<file path="config.mk">
export PLATFORM = sky130hd
export DESIGN_NAME = freq_to_note_flat
export DESIGN_NICKNAME = d
export VERILOG_FILES = /design/src/rtl/note_pkg.sv /design/src/rtl/freq_to_note_if.sv /design/src/rtl/note_table_rom.sv /design/src/rtl/freq_to_note.sv /design/src/flat_wrapper.sv
export SDC_FILE = /design/constraint.sdc
export NUM_CORES = 1
export LEC_CHECK = 0
export BUFFER_PORTS_ARGS = -buffer_cell sky130_fd_sc_hd__buf_2
export CORE_ASPECT_RATIO = 2
export CORE_MARGIN = 10
export CORE_UTILIZATION = 65
export CTS_CLUSTER_DIAMETER = 60
export DETAILED_ROUTE_END_ITERATION = 7
export PLACE_DENSITY_LB_ADDON = 0.25
export SYNTH_ARGS = -nofsm -noshare
export SYNTH_HDL_FRONTEND = slang
export SYNTH_HIERARCHICAL = 1
export SYNTH_SLANG_ARGS = --single-unit
</file>
<file path="constraint.sdc">
create_clock -name clk -period 15.9 [get_ports clk]
set_clock_uncertainty 0.1 [all_clocks]
set_input_delay 1.59 -clock clk [delete_from_list [all_inputs] [get_ports clk]]
set_output_delay 1.59 -clock clk [all_outputs]
set_load 0.1 [all_outputs]
</file>
<file path="src/rtl/note_pkg.sv">
// -----------------------------------------------------------------------------
// note_pkg
// Shared definitions for the frequency-to-note converter:
//   - table geometry (37 entries, 6-bit index)
//   - silence code and octave codes
//   - FSM state encoding
//   - 14-bit unsigned frequency type and an absolute-difference helper
// -----------------------------------------------------------------------------
package note_pkg;

    localparam int TABLE_SIZE = 37;
    localparam int FREQ_W     = 14;
    localparam int IDX_W      = 6;

    typedef logic [FREQ_W-1:0] freq_t;
    typedef logic [IDX_W-1:0]  idx_t;
    typedef logic [3:0]        note_t;
    typedef logic [2:0]        octave_t;

    localparam idx_t    LAST_IDX     = idx_t'(TABLE_SIZE - 1);
    localparam note_t   NOTE_SILENCE = 4'd13;

    // Octave codes are not ordered numerically: the lowest octave is 2.
    localparam octave_t OCT_C1 = 3'd2;
    localparam octave_t OCT_C2 = 3'd0;
    localparam octave_t OCT_C3 = 3'd1;

    typedef enum logic [1:0] {
        ST_IDLE = 2'd0,
        ST_SCAN = 2'd1,
        ST_DONE = 2'd2
    } state_t;

    // Unsigned |a - b| without wrap-around.
    function automatic freq_t abs_diff(input freq_t a, input freq_t b);
        return (a >= b) ? (a - b) : (b - a);
    endfunction

endpackage

</file>
<file path="src/rtl/freq_to_note_if.sv">
// -----------------------------------------------------------------------------
// freq_to_note_if
// Request/result bundle of the frequency-to-note converter.
//   start     : request a conversion (master -> slave)
//   frequency : unsigned Hz value, captured on the accepted start
//   busy      : conversion in progress, through the done cycle
//   done      : one-cycle completion pulse
//   note      : 0..12 semitone above C, 13 = silence
//   octave    : octave code (2 = C1, 0 = C2, 1 = C3 range)
//   exact     : matched table frequency equals the request
// -----------------------------------------------------------------------------
interface freq_to_note_if;
    import note_pkg::*;

    logic    start;
    freq_t   frequency;
    logic    busy;
    logic    done;
    note_t   note;
    octave_t octave;
    logic    exact;

    modport master (
        output start, frequency,
        input  busy, done, note, octave, exact
    );

    modport slave (
        input  start, frequency,
        output busy, done, note, octave, exact
    );

endinterface

</file>
<file path="src/rtl/note_table_rom.sv">
// -----------------------------------------------------------------------------
// note_table_rom
// Combinational lookup of the 37-entry ascending note table.
//   idx    : table index 0..36 (out-of-range returns silence / freq 0)
//   note   : semitone 0..12
//   octave : octave code of the entry
//   freq   : nominal entry frequency in Hz
// -----------------------------------------------------------------------------
module note_table_rom
    import note_pkg::*;
(
    input  idx_t    idx,
    output note_t   note,
    output octave_t octave,
    output freq_t   freq
);

    always_comb begin
        freq = '0;
        case (idx)
            6'd0:  freq = 14'd33;
            6'd1:  freq = 14'd35;
            6'd2:  freq = 14'd37;
            6'd3:  freq = 14'd39;
            6'd4:  freq = 14'd41;
            6'd5:  freq = 14'd44;
            6'd6:  freq = 14'd46;
            6'd7:  freq = 14'd49;
            6'd8:  freq = 14'd52;
            6'd9:  freq = 14'd55;
            6'd10: freq = 14'd58;
            6'd11: freq = 14'd62;
            6'd12: freq = 14'd65;
            6'd13: freq = 14'd69;
            6'd14: freq = 14'd73;
            6'd15: freq = 14'd78;
            6'd16: freq = 14'd82;
            6'd17: freq = 14'd87;
            6'd18: freq = 14'd92;
            6'd19: freq = 14'd98;
            6'd20: freq = 14'd104;
            6'd21: freq = 14'd110;
            6'd22: freq = 14'd117;
            6'd23: freq = 14'd123;
            6'd24: freq = 14'd131;
            6'd25: freq = 14'd139;
            6'd26: freq = 14'd147;
            6'd27: freq = 14'd156;
            6'd28: freq = 14'd165;
            6'd29: freq = 14'd175;
            6'd30: freq = 14'd185;
            6'd31: freq = 14'd196;
            6'd32: freq = 14'd208;
            6'd33: freq = 14'd220;
            6'd34: freq = 14'd233;
            6'd35: freq = 14'd247;
            6'd36: freq = 14'd262;
            default: freq = '0;
        endcase
    end

    // Each 12-entry block is one octave; the top C (idx 36) is note 12 of C3.
    always_comb begin
        note   = NOTE_SILENCE;
        octave = OCT_C2;
        if (idx < 6'd12) begin
            note   = note_t'(idx);
            octave = OCT_C1;
        end else if (idx < 6'd24) begin
            note   = note_t'(idx - 6'd12);
            octave = OCT_C2;
        end else if (idx <= LAST_IDX) begin
            note   = note_t'(idx - 6'd24);
            octave = OCT_C3;
        end
    end

endmodule

</file>
<file path="src/rtl/freq_to_note.sv">
// -----------------------------------------------------------------------------
// freq_to_note
// Finds the nearest table note to an input frequency by scanning the note
// table one index per cycle (IDLE -> SCAN -> DONE -> IDLE).
//   clk   : system clock, rising edge
//   reset : asynchronous, active-high
//   bus   : freq_to_note_if.slave (start/frequency in; busy/done/note/
//           octave/exact out)
// Optional build macro FREQ_TO_NOTE_EARLY_EXIT_EN: stop scanning at the
// first index whose distance exceeds the best so far (the table ascends, so
// distances only grow from there). Without it the scan always covers all 37
// entries and done arrives 38 cycles after acceptance.
// -----------------------------------------------------------------------------
module freq_to_note
    import note_pkg::*;
(
    input  logic               clk,
    input  logic               reset,
    freq_to_note_if.slave      bus
);

    state_t  state_q,     state_d;
    idx_t    idx_q,       idx_d;
    freq_t   freq_q,      freq_d;
    freq_t   best_diff_q, best_diff_d;
    note_t   best_note_q, best_note_d;
    octave_t best_oct_q,  best_oct_d;
    logic    best_exact_q, best_exact_d;
    note_t   note_q,      note_d;
    octave_t octave_q,    octave_d;
    logic    exact_q,     exact_d;

    note_t   rom_note;
    octave_t rom_octave;
    freq_t   rom_freq;
    freq_t   diff;
    logic    better;
    logic    early_stop;

    note_table_rom u_rom (
        .idx    (idx_q),
        .note   (rom_note),
        .octave (rom_octave),
        .freq   (rom_freq)
    );

    assign diff   = abs_diff(freq_q, rom_freq);
    // Strictly smaller only, so ties keep the lower index.
    assign better = (diff < best_diff_q);

`ifdef FREQ_TO_NOTE_EARLY_EXIT_EN
    assign early_stop = (diff > best_diff_q);
`else
    assign early_stop = 1'b0;
`endif

    always_comb begin
        state_d      = state_q;
        idx_d        = idx_q;
        freq_d       = freq_q;
        best_diff_d  = best_diff_q;
        best_note_d  = best_note_q;
        best_oct_d   = best_oct_q;
        best_exact_d = best_exact_q;
        note_d       = note_q;
        octave_d     = octave_q;
        exact_d      = exact_q;

        case (state_q)
            ST_IDLE: begin
                if (bus.start) begin
                    freq_d      = bus.frequency;
                    idx_d       = '0;
                    // Max distance guarantees idx 0 always becomes the first best.
                    best_diff_d = '1;
                    state_d     = ST_SCAN;
                end
            end

            ST_SCAN: begin
                if (better) begin
                    best_diff_d  = diff;
                    best_note_d  = rom_note;
                    best_oct_d   = rom_octave;
                    best_exact_d = (diff == '0);
                end

                if ((idx_q == LAST_IDX) || early_stop) begin
                    state_d = ST_DONE;
                    // The final index may itself be the winner, so use the
                    // freshly computed best rather than the registered one.
                    if (freq_q == '0) begin
                        note_d   = NOTE_SILENCE;
                        octave_d = OCT_C2;
                        exact_d  = 1'b0;
                    end else begin
                        note_d   = best_note_d;
                        octave_d = best_oct_d;
                        exact_d  = best_exact_d;
                    end
                end else begin
                    idx_d = idx_q + 6'd1;
                end
            end

            ST_DONE: begin
                state_d = ST_IDLE;
            end

            default: begin
                state_d = ST_IDLE;
            end
        endcase
    end

    always_ff @(posedge clk or posedge reset) begin
        if (reset) begin
            state_q      <= ST_IDLE;
            idx_q        <= '0;
            freq_q       <= '0;
            best_diff_q  <= '0;
            best_note_q  <= '0;
            best_oct_q   <= '0;
            best_exact_q <= 1'b0;
            note_q       <= NOTE_SILENCE;
            octave_q     <= OCT_C2;
            exact_q      <= 1'b0;
        end else begin
            state_q      <= state_d;
            idx_q        <= idx_d;
            freq_q       <= freq_d;
            best_diff_q  <= best_diff_d;
            best_note_q  <= best_note_d;
            best_oct_q   <= best_oct_d;
            best_exact_q <= best_exact_d;
            note_q       <= note_d;
            octave_q     <= octave_d;
            exact_q      <= exact_d;
        end
    end

    assign bus.busy   = (state_q != ST_IDLE);
    assign bus.done   = (state_q == ST_DONE);
    assign bus.note   = note_q;
    assign bus.octave = octave_q;
    assign bus.exact  = exact_q;

endmodule

</file>
<file path="src/flat_wrapper.sv">
// flat-port wrapper written by rule: the top's interface ports become plain ports
module freq_to_note_flat import note_pkg::*;
  (clk, reset, bus_start, bus_frequency, bus_busy, bus_done, bus_note, bus_octave, bus_exact);
  freq_to_note_if bus_i ();
  input  logic clk;
  input  logic reset;
  input wire logic [$bits(bus_i.start)-1:0] bus_start;
  input wire logic [$bits(bus_i.frequency)-1:0] bus_frequency;
  output wire logic [$bits(bus_i.busy)-1:0] bus_busy;
  output wire logic [$bits(bus_i.done)-1:0] bus_done;
  output wire logic [$bits(bus_i.note)-1:0] bus_note;
  output wire logic [$bits(bus_i.octave)-1:0] bus_octave;
  output wire logic [$bits(bus_i.exact)-1:0] bus_exact;
  assign bus_i.start = bus_start;
  assign bus_i.frequency = bus_frequency;
  assign bus_busy = bus_i.busy;
  assign bus_done = bus_i.done;
  assign bus_note = bus_i.note;
  assign bus_octave = bus_i.octave;
  assign bus_exact = bus_i.exact;
  freq_to_note u_core (.clk(clk), .reset(reset), .bus(bus_i));
endmodule
</file>
==> flow_summary.ini <==
[logic_synthesis]
edff_count_synth = 0
ys_seq_area_share_pct = 27.7
synthDominantAreaCellType = sky130_fd_sc_hd__dfrtp_1
synthesis.instances = 543
synth_ff_type = sky130_fd_sc_hd__dfrtp_1
synth-async-reset-ratio_pct = 100
synth.ff_latch_count = 52
synthesis.area_per_instance_sq_um = 8.66
synth_unique_cells = 69
yosysTopAreaCellShare_pct = 26.1
syn-cell-area_sq_um = 4700
yosys-top-cells-area = sky130_fd_sc_hd__dfrtp_1 26%, sky130_fd_sc_hd__ha_1 14%, sky130_fd_sc_hd__o21ai_0 4.8%, sky130_fd_sc_hd__inv_1 4.7%, sky130_fd_sc_hd__mux2i_1 4.0%
yosys_warnings = 6

[sta]
final_hold_viol_count = 0
period_needed_ns = 7.22
drv_slew = 0
timing.setup.tns_ns = 0
worstMarginPinSlew_ns = 1.13
rsz0062_at_grt = false
headroom_to_the_max_slew_limit_pct = 24.7
final.period_utilization_pct = 45.4
max_clock_freq_ghz = 0.139
setup_viol_count_final = 0
fin_hold_ws_ns = 0.387

[cts]
tritoncts.num_buffers = 5
cts.clk_slew.worst_paths_ns = 0.07
cts.root.buffer_cell = sky130_fd_sc_hd__clkbuf_16
cts_setup_buffers = 0
cts_buffer_depth = 2
cts_resized = 0
hold_buffers = 0
h-tree-depth = 2
tritoncts = done
cts.sinks = 52
clock_latency_of_the_later_clocked_register_in_the_worst_skew_pair_ns = 0.31

[routing]
routed-via-count = 4095
wirelength_mm = 12.7
total_iterations_of_the_first_detailed_routing_run = 4
post_drt_via_cell_ratio = 6.34
route.detailed.drc = 0
avgRoutedWirePerCell_um = 19.6
dr.first_iter.drc_count = 232
postRouteAntennaNets = 0

[global_routing]
pin_count_of_the_biggest_net_entering_global_routing = 53
grt_antenna_before_repair = 0
grt_pass1_wl_mm = 20.2
grt_pass1_vias = 4326
final_global_route_overflow_total = 0
grt.total_usage_pct = 22.7

[floorplan]
floorplan.initialDensity_pct = 67.3
floorplan.core_area_sq_um = 6990
rows = 43
die_w_um = 80.2
die-height_um = 140
floorplan.die_area_sq_um = 11200
ports_placed_on_the_boundary = 27

[critical_path]
crit_path_start_kind = register
crit_path_end_kind = register
timing.critical_path.fanout_max = 21
cp_data_required_time_ns = 15.98
critical-path-top-cell-by-count = sky130_fd_sc_hd__ha_1
timing_worst_setup_path_type = reg -> reg
timing.critical_path.cells = inv_1 -> ha_1 -> mux4_2 -> nor2b_1 -> o31ai_1 -> ha_1 -> and3_1 -> and4_4 -> a2111oi_4 -> nand2_2 -> o31ai_1 -> o211ai_1 -> xnor2_1 -> inv_1 -> ha_1 -> a21o_1 -> a21oi_1 -> o311ai_1 -> a2bb2oi_4 -> nor2_4 -> mux2_2
cpLargestDelayFamily = compound AO/OA/AOI/OAI gates
critical_path.slowest_cell = sky130_fd_sc_hd__dfrtp_1
critical-path-max-stage-delay_ns = 0.65
cp_num_buf_inv = 2
data_arrival_time_of_the_worst_path_ns = 7.30

[run_status]
outcome = completed

[cells_and_area]
flow.area_growth_from_synthesis_pct = 5.43
finalNetCount = 626
inserted_diodes = 0
filler_cell_count = 608
drive_gt1_share_pct = 11.9

[placement]
detailed_place_hpwl_mm = 9.74
place.port_buffers = 26
globalplace.congestion = 0.958

[worst_hold_path]
worst_hold_path_type = reg -> reg

[flow_run]
max_cap_violations = 0
-- cell type report --
cell class / instances / area (sq um) / share of cell area (%)
Clock buffer: 5 / 125 / 2.52
Clock inverter: 3 / 26.3 / 0.530
Sequential cell: 52 / 1310 / 26.3
Timing Repair Buffer: 29 / 153 / 3.08
Tap cell: 90 / 113 / 2.27
Inverter: 61 / 229 / 4.62
Multi-Input combinational cell: 406 / 3010 / 60.7
-- through the flow --
step                setup WS [ns]  area, sq um  std cells  utilization [%]
floorplan                   10.14         4720        548                -
global placement             8.96         4810        638             68.7
detailed placement           8.81         4810        638             68.7
CTS                          8.76         4960        646             70.9
global route                 8.27         4960        646             70.9
finish                       8.68         4960        646             70.9
-- synth_stat cells (7+ instances only) --
library cell               number
sky130_fd_sc_hd__a211oi_1       7
sky130_fd_sc_hd__a21o_1        10
sky130_fd_sc_hd__a21oi_1       27
sky130_fd_sc_hd__and3_1         8
sky130_fd_sc_hd__buf_2          7
sky130_fd_sc_hd__buf_4          7
sky130_fd_sc_hd__clkbuf_1       8
sky130_fd_sc_hd__dfrtp_1       49
sky130_fd_sc_hd__ha_1          52
sky130_fd_sc_hd__inv_1         59
sky130_fd_sc_hd__mux2i_1       19
sky130_fd_sc_hd__nand2_1       42
sky130_fd_sc_hd__nand4_1        7
sky130_fd_sc_hd__nor2_1        35
sky130_fd_sc_hd__nor2b_1        8
sky130_fd_sc_hd__o211ai_1       7
sky130_fd_sc_hd__o21ai_0       45
sky130_fd_sc_hd__o31a_1         9
sky130_fd_sc_hd__or3_1          7
-- worst paths after layout --
kind | start | end | slack (ns) | cells past startpoint
setup / recovery | u_core/idx_q[1]$_DFFE_PP0P_ | u_core/best_note_q[2]$_DFFE_PP0P_ | 8.68 | 21
hold / removal | u_core/bus.note[1]$_DFFE_PP0P_ | u_core/bus.note[1]$_DFFE_PP0P_ | 0.39 | 2
setup reg to reg | u_core/idx_q[1]$_DFFE_PP0P_ | u_core/best_note_q[2]$_DFFE_PP0P_ | 8.68 | 21
hold reg to reg | u_core/bus.note[1]$_DFFE_PP0P_ | u_core/bus.note[1]$_DFFE_PP0P_ | 0.39 | 2
max in group asynchronous | reset | u_core/best_oct_q[2]$_DFFE_PP0P_ | 13.54 | 2
min in group asynchronous | reset | u_core/best_diff_q[1]$_DFFE_PP0P_ | 1.48 | 2
-- cells in the final DEF (no fill, tap or decap), drive strengths merged, types with 5 or more instances in the layout --
cell / count
inv: 62
ha: 52
dfrtp: 49
o21ai: 49
nand2: 43
nor2: 36
buf: 29
a21oi: 27
mux2i: 19
mux2: 12
a21o: 10
o31a: 9
nor2b: 8
and3: 8
nand4: 7
a211oi: 7
o211ai: 7
or3: 7
nand3: 6
xnor2: 6
o31ai: 6
nand2b: 6
nor3: 6
conb: 6
clkbuf: 5
nor4: 5
xor2: 5
-- tightest hold or removal path, cell delays in order (launching register included) --
cell	delay, ns
sky130_fd_sc_hd__dfrtp_1	0.34
sky130_fd_sc_hd__nand2_1	0.05
sky130_fd_sc_hd__o21ai_1	0.06
-- routing by layer --
metal	global-route usage [%]	up-vias	share of wire, %
li1	-	1933	-
met1	21.7	1957	36
met2	39.6	137	52
met3	3.78	68	3.4
met4	19.4	0	8.4
met5	0	-	0
-- kinds of logic after synthesis --
family / synth area share, %
and+or+nand+nor: 16.2
other: 0.0797
buffers and inverters: 8.75
xor gates and xnor gates: 2.05
AOI/OAI and AO/OA: 22.6
adders and majority gates: 14.7
DFF: 27.7
muxes: 7.87
-- state kept, by name, summed over array words and instances, names as in the netlist --
register,count
u_core/best_note_q,4
u_core/best_diff_q,14
u_core/bus.note,4
u_core/bus.exact,1
u_core/bus.octave,3
u_core/freq_q,14
u_core/idx_q,6
u_core/best_oct_q,3
u_core/state_q,2
u_core/best_exact_q,1
Power is not shown: default switching activity piles up to over one toggle a cycle in this logic, so the estimate is an artifact.
